File: config.mk
export PLATFORM = sky130hd
export DESIGN_NAME = apb_requester
export DESIGN_NICKNAME = d
export VERILOG_FILES = /design/src/rtl/apb_requester.sv
export SDC_FILE = /design/constraint.sdc
export NUM_CORES = 1
export LEC_CHECK = 0
export CORE_MARGIN = 4
export CORE_UTILIZATION = 41
export CTS_CLUSTER_SIZE = 25
export DETAILED_ROUTE_END_ITERATION = 8
export PLACE_DENSITY = 0.9
export SLEW_MARGIN = 40
export SYNTH_ARGS = -nofsm -noshare
export SYNTH_HDL_FRONTEND = slang
export SYNTH_SLANG_ARGS = --single-unit
File: constraint.sdc
create_clock -name PCLK -period 2.4 [get_ports PCLK]
set_input_delay 0.24 -clock PCLK [delete_from_list [all_inputs] [get_ports PCLK]]
set_output_delay 0.24 -clock PCLK [all_outputs]
set_load 0.005 [all_outputs]
File: src/rtl/apb_requester.sv
// APB requester: turns single-beat valid/ready commands into APB SETUP/ACCESS
// transfers and returns read data or a timeout error on a one-cycle strobe.
module apb_requester #(
    parameter int ADDR_W  = 32,
    parameter int DATA_W  = 32,
    parameter int TIMEOUT = 16
) (
    input  logic              PCLK,
    input  logic              PRESETn,
    input  logic              cmd_valid,
    output logic              cmd_ready,
    input  logic              cmd_write,
    input  logic [ADDR_W-1:0] cmd_addr,
    input  logic [DATA_W-1:0] cmd_wdata,
    output logic              rsp_valid,
    output logic [DATA_W-1:0] rsp_rdata,
    output logic              rsp_err,
    output logic              PSEL,
    output logic              PENABLE,
    output logic              PWRITE,
    output logic [ADDR_W-1:0] PADDR,
    output logic [DATA_W-1:0] PWDATA,
    input  logic [DATA_W-1:0] PRDATA,
    input  logic              PREADY
);

    typedef enum logic [1:0] {IDLE, SETUP, ACCESS, RESP} state_t;

    localparam logic [7:0] TMO_LAST = 8'(TIMEOUT - 1);

    state_t            state, state_nxt;
    logic [7:0]        tmo_cnt, tmo_cnt_nxt;
    logic              psel_nxt, penable_nxt, pwrite_nxt;
    logic [ADDR_W-1:0] paddr_nxt;
    logic [DATA_W-1:0] pwdata_nxt;
    logic              rsp_valid_nxt, rsp_err_nxt;
    logic [DATA_W-1:0] rsp_rdata_nxt;

    always_ff @(posedge PCLK or negedge PRESETn) begin
        if (!PRESETn) begin
            state     <= IDLE;
            tmo_cnt   <= '0;
            PSEL      <= 1'b0;
            PENABLE   <= 1'b0;
            PWRITE    <= 1'b0;
            PADDR     <= '0;
            PWDATA    <= '0;
            rsp_valid <= 1'b0;
            rsp_rdata <= '0;
            rsp_err   <= 1'b0;
        end else begin
            state     <= state_nxt;
            tmo_cnt   <= tmo_cnt_nxt;
            PSEL      <= psel_nxt;
            PENABLE   <= penable_nxt;
            PWRITE    <= pwrite_nxt;
            PADDR     <= paddr_nxt;
            PWDATA    <= pwdata_nxt;
            rsp_valid <= rsp_valid_nxt;
            rsp_rdata <= rsp_rdata_nxt;
            rsp_err   <= rsp_err_nxt;
        end
    end

    // The response strobe defaults low so it lasts exactly the RESP cycle.
    always_comb begin
        state_nxt     = state;
        tmo_cnt_nxt   = tmo_cnt;
        psel_nxt      = PSEL;
        penable_nxt   = PENABLE;
        pwrite_nxt    = PWRITE;
        paddr_nxt     = PADDR;
        pwdata_nxt    = PWDATA;
        rsp_valid_nxt = 1'b0;
        rsp_rdata_nxt = rsp_rdata;
        rsp_err_nxt   = rsp_err;
        cmd_ready     = 1'b0;

        case (state)
            IDLE: begin
                cmd_ready = 1'b1;
                if (cmd_valid) begin
                    pwrite_nxt  = cmd_write;
                    paddr_nxt   = cmd_addr;
                    pwdata_nxt  = cmd_wdata;
                    psel_nxt    = 1'b1;
                    penable_nxt = 1'b0;
                    state_nxt   = SETUP;
                end
            end
            SETUP: begin
                penable_nxt = 1'b1;
                tmo_cnt_nxt = '0;
                state_nxt   = ACCESS;
            end
            ACCESS: begin
                // PREADY takes priority over a timeout firing in the same cycle.
                if (PREADY) begin
                    rsp_rdata_nxt = PWRITE ? '0 : PRDATA;
                    rsp_err_nxt   = 1'b0;
                    rsp_valid_nxt = 1'b1;
                    psel_nxt      = 1'b0;
                    penable_nxt   = 1'b0;
                    state_nxt     = RESP;
                end else if (tmo_cnt == TMO_LAST) begin
                    rsp_rdata_nxt = '0;
                    rsp_err_nxt   = 1'b1;
                    rsp_valid_nxt = 1'b1;
                    psel_nxt      = 1'b0;
                    penable_nxt   = 1'b0;
                    state_nxt     = RESP;
                end else begin
                    tmo_cnt_nxt = tmo_cnt + 8'd1;
                end
            end
            RESP: begin
                pwrite_nxt = 1'b0;
                state_nxt  = IDLE;
            end
            default: state_nxt = IDLE;
        endcase
    end

endmodule

## Word level (Yosys, flattened, before mapping)

Index checks and enable logic that the tools add are counted.

| word-level totals | value |
|---|---|
| bits in registers | 111 |
| output and inout port bits | 102 |
| logic and storage cells | 56 |

| operators by class | value |
|---|---|
| add/subtract/negate cells | 1 |
| eq/ne operators | 8 |
| multiplexer cells | 24 |
| reduce and logical (&&, ||, !) cells | 13 |

Operators by type and width:

| operator | number |
|---|---|
| two-way mux 32 bit | 3 |
| two-way mux 8 bit | 2 |
| one-hot mux 8 bit (2 select lines) | 1 |
| two-way mux 1 bit | 11 |
| AND reduction 3 bit | 3 |
| adder 8 x 1 -> 8 bit (second input constant) | 1 |
| == test 8 x 4 -> 1 bit (second input constant) | 1 |
| one-hot mux 2 bit (4 select lines) | 1 |
| AND reduction 2 bit | 4 |
| nonzero test 2 bit | 4 |
| two-way mux 2 bit | 3 |
| != test 2 bit (second input constant) | 3 |
| == test 2 bit (second input constant) | 2 |
| one-hot mux 1 bit (2 select lines) | 2 |
| != test 3 bit (second input constant) | 1 |
| one-hot mux 1 bit (3 select lines) | 1 |
| nonzero test 3 bit | 1 |
| == test 2 x 1 -> 1 bit (second input constant) | 1 |
| logical NOT 2 bit | 1 |

## Depth between registers and ports, before layout

| logic depth | value |
|---|---|
| depth after elaboration | 4 |
| depth in mapped cells | 8 |
| mapped depth without buffers | 6 |

## Worst setup path after synthesis

Ideal clock, no wire load.

| path | value |
|---|---|
| path kind | flip-flop to flip-flop |
| from | register state[0] |
| to | register PADDR[0] |
| library setup time | 0.125 ns |
| data arrival time | 1.657 ns |
| data required time | 2.275 ns |
| path slack | 0.619 ns |
| cell stages (with the launch flop) | 7 |
| path buffers | 2 |
| cell sequence | dfrtp_1 inv_1 ha_1 nand2_1 clkbuf_1 buf_2 mux2_2 |

| on the way | value |
|---|---|
| longest elaborated chain between the ends | 2 |

RTL lines:

| element | RTL line | RTL |
|---|---|---|
| start: declaration | 31 | `state_t state, state_nxt;` |
| start signal: assignment | 52 | `state <= state_nxt;` |
| logical NOT 2 bit | 79 | `case (state)` |
| AND reduction 2 bit (no source line) | n/a |  |
| end signal: assignment | 57 | `PADDR <= paddr_nxt;` |
| end: declaration | 21 | `output logic [ADDR_W-1:0] PADDR,` |

No other way between the ends.
A chain may end at the register's enable or synchronous reset.

## Worst setup path after layout

| path | value |
|---|---|
| from | register state[0] |
| to | register tmo_cnt[7] |

| on the way | value |
|---|---|
| longest elaborated chain between the ends | 3 |
| elaborated cells on any way between the ends | 7 |
| classes of those cells | eq/ne (4); mux (1); reduce/logical (2) |

RTL lines:

| element | RTL line | RTL |
|---|---|---|
| == test 2 bit / == test 2 x 1 -> 1 bit (equally long branches) | 79 |  |
| != test 2 bit (no source line) / nonzero test 2 bit (equally long branches) | n/a |  |
| AND reduction 3 bit (no source line) | n/a |  |
| end signal: assignment | 53 | `tmo_cnt <= tmo_cnt_nxt;` |
| end: declaration | 32 | `logic [7:0] tmo_cnt, tmo_cnt_nxt;` |

Parallel ways exist; a longest one is shown, timed or not.

==> run_results.csv <==
group,metric,value,unit
timing,worstMarginPinSlew,0.6817,ns
power_and_ir_drop,powerDensity,1176,mW/mm2
global_routing,grt_pass1_vias,3543,
timing,min_period_over_period,86.67,%
placed_design,post-dp-hpwl,8395,um
clock_tree,postCtsSetupBuffers,0,
clock_tree,cts_hold_buf,1,
global_routing,grt_remaining_overflow,0,
route,num_vias,3195,
clock_tree,htree_levels,3,
floorplan,core,0.01028,mm2
clock_tree,insertion_delay,0.36,ns
synthesis,ys_types,31,
clock_tree,root_buffer,"clkbuf_8",
route,totalWireLength,10990,um
power_and_ir_drop,power_leakage,2.909,nW
power_and_ir_drop,switchingPower,2.264,mW
layout,final_common_cell,"clkdlybuf4s50_1",
synthesis,postSynthCellCount,287,
timing,max_freq,0.4807,GHz
global_routing,antenna_found_initial,0,
hold_path,hold_class,"input pin to async pin",
route,drt-initial-drc-count,129,
synthesis,syn-mean-instance-area,15.03,um2
placed_design,gp_congestion,0.8217,
power_and_ir_drop,p_int,5.658,mW
timing,fin_skew,0.01207,ns
timing,finalMaxSlewViolations,0,
global_routing,grt_pass1_wl,18250,um
power_and_ir_drop,clockPowerShare,13.8,%
power_and_ir_drop,p_comb_share,45.8,%
layout,post-route-util,65.55,%
clock_tree,cts.repair.resized,0,
timing,finalHoldViolations,0,
route,vias_per_cell,5.047,
run_status,status,"finished, final reports clean",
clock_tree,path_clk_slew,0.10,ns
power_and_ir_drop,p_sw_share,28.58,%
critical_path,cp-start-kind,"flip-flop",
placed_design,io_buffer_count,202,
critical_path,cp_data_arrival_time,2.31,ns
route,post_drt_wl_per_cell,17.36,um
layout,ff_latch_area,0.002778,mm2
synthesis,synth_area,0.004314,mm2
layout,antennaDiodeCount,0,
clock_tree,clock_path_buffers,2,
clock_tree,cts_made_buffers,9,
floorplan,rows,37,
layout,nets,598,
clock_tree,cts_tree,"done",
layout,nFillCells,756,
floorplan,start_util,41.98,%
timing,period_minus_slack,2.080,ns
route,first_pass_iters,4,
power_and_ir_drop,vdd_drop_max,0.5777,mV
synthesis,ys_warn_count,0,
timing,relSlewSlack,54.40,%
critical_path,cp-end-kind,"flip-flop",
critical_path,worstSetupPathType,"flip-flop to flip-flop",
floorplan,die_x,110.6,um
timing,setup_tns,0,ns
layout,drive_gt1_share,18.71,%
flow_run,max_cap_viol_count,0,
synthesis,synth_nets,393,
floorplan,die_area,0.01223,mm2
global_routing,grt_use_total,18.46,%
layout,multi_input_area,0.001476,mm2
timing,finalSetupViolCount,0,
synthesis,ys_ff_latch,111,
floorplan,boundaryPins,203,
floorplan,die-height,110.6,um
synthesis,ys_seq_area_share,64.39,%
timing,rsz0062_at_grt,"no",
route,drcViolationCount,0,
clock_tree,cts_sinks,111,
layout,mostFrequentLayoutCells,"clkdlybuf4s50_1, dfrtp_1, mux2_2, a22o_1, clkbuf_8",
power_and_ir_drop,power_frac_seq,40.4,%
global_routing,grt_max_degree,62,
critical_path,worstPathRequired,2.62,ns
critical_path,critical_path_peak_fanout,14,
route,ant_nets,0,
layout,area_delta_synth_final,56.15,%
cell usage after synthesis (all sizes together):
cell / instances / area [um2]
a21o: 2 / 15.01
ha: 5 / 62.56
inv: 3 / 11.26
buf: 10 / 50.05
a21oi: 6 / 30.03
a22o: 33 / 289.0
o41a: 1 / 21.27
a211o: 1 / 8.760
nand2b: 5 / 31.28
dfrtp: 111 / 2778
o211ai: 1 / 7.510
nand4b: 1 / 23.77
nand2: 5 / 18.77
nor3b: 2 / 15.01
o41ai: 2 / 25.03
mux2: 66 / 747.0
nand3: 6 / 30.03
nor2b: 3 / 18.77
clkbuf: 5 / 18.77
nor2: 4 / 15.01
and3: 2 / 12.51
o22a: 1 / 8.760
and2: 1 / 6.260
o21ai: 8 / 40.03
o311ai: 1 / 8.760
xor2: 1 / 8.760
nor4: 1 / 12.51
worst paths after layout:
check / start / cells after the start / slack (ns) / end
max: state[0] / 6 / 0.32 / tmo_cnt[7]
min: PRESETn / 2 / 0.24 / rsp_rdata[19]
max reg2reg: state[0] / 6 / 0.32 / tmo_cnt[7]
min reg2reg: PADDR[27] / 1 / 0.51 / PADDR[27]
max in group asynchronous: PRESETn / 3 / 1.63 / PWDATA[8]
min in group PCLK: cmd_write / 3 / 0.44 / PWRITE
sequential cells by signal, summed over array words and instances (netlist names):
signal / flops
tmo_cnt: 8
PENABLE: 1
state: 2
PWRITE: 1
rsp_valid: 1
PSEL: 1
PWDATA: 32
rsp_err: 1
rsp_rdata: 32
PADDR: 32
metal layers:
| metal | GRT usage (%) | wire [um] | vias up |
|---|---|---|---|
| met5 | 0 | 0 | - |
| met4 | 6.897 | 216 | 0 |
| met1 | 20.38 | 4112 | 1561 |
| met3 | 7.616 | 1098 | 21 |
| met2 | 31.80 | 5562 | 159 |
| li1 | - | - | 1454 |
cell families (layout without fill, tap and decap cells):
kind of cell	count (synthesis)	count (layout)	share of synthesized area, %
buffers and inverters	18	228	1.856
and+or+nand+nor	30	30	4.263
adders and majority gates	5	5	1.450
muxes	66	66	17.31
AOI/OAI and AO/OA	56	56	10.53
xor gates and xnor gates	1	1	0.2031
DFF	111	111	64.39
through the flow:
step                area, um2  hold slack [ns]  total power [mW]  setup WS (ns)  instances
global route             6736           0.2361             8.458         0.1260        633
detailed placement       6538          0.08155             6.906         0.3312        616
CTS                      6736           0.2332             8.032         0.3199        633
global placement         6526          0.08012             6.744         0.3291        616
floorplan                4314         -0.05559             4.622         0.6186        287
finish                   6736           0.2355             7.923         0.3198        633
worst max-delay path: stages (launching register included):
cell and delay, ns:
dfrtp_1 0.42, inv_1 0.09, ha_1 0.35, nor2b_1 0.34, o41ai_4 0.23, o311ai_0 0.38, o41ai_1 0.12
power groups by stage:
stage | sequential (mW) | combinational, mW | clock [mW]
after global placement | 3.18 | 3.57 | 0
after detailed placement | 3.24 | 3.66 | 0
final | 3.20 | 3.63 | 1.09
after global routing | 3.31 | 3.93 | 1.22
after CTS | 3.21 | 3.69 | 1.13
after floorplan | 3.26 | 1.36 | 0
area by class of cell:
class	count	area share [%]
sequential	111	41.23
timing repair buffer	209	31.35
tap	136	2.526
multi-input combinational	158	21.92
inverter	3	0.1672
clock inverter	5	0.8544
clock buffer	11	1.950
(Power assumes the default switching activity.)
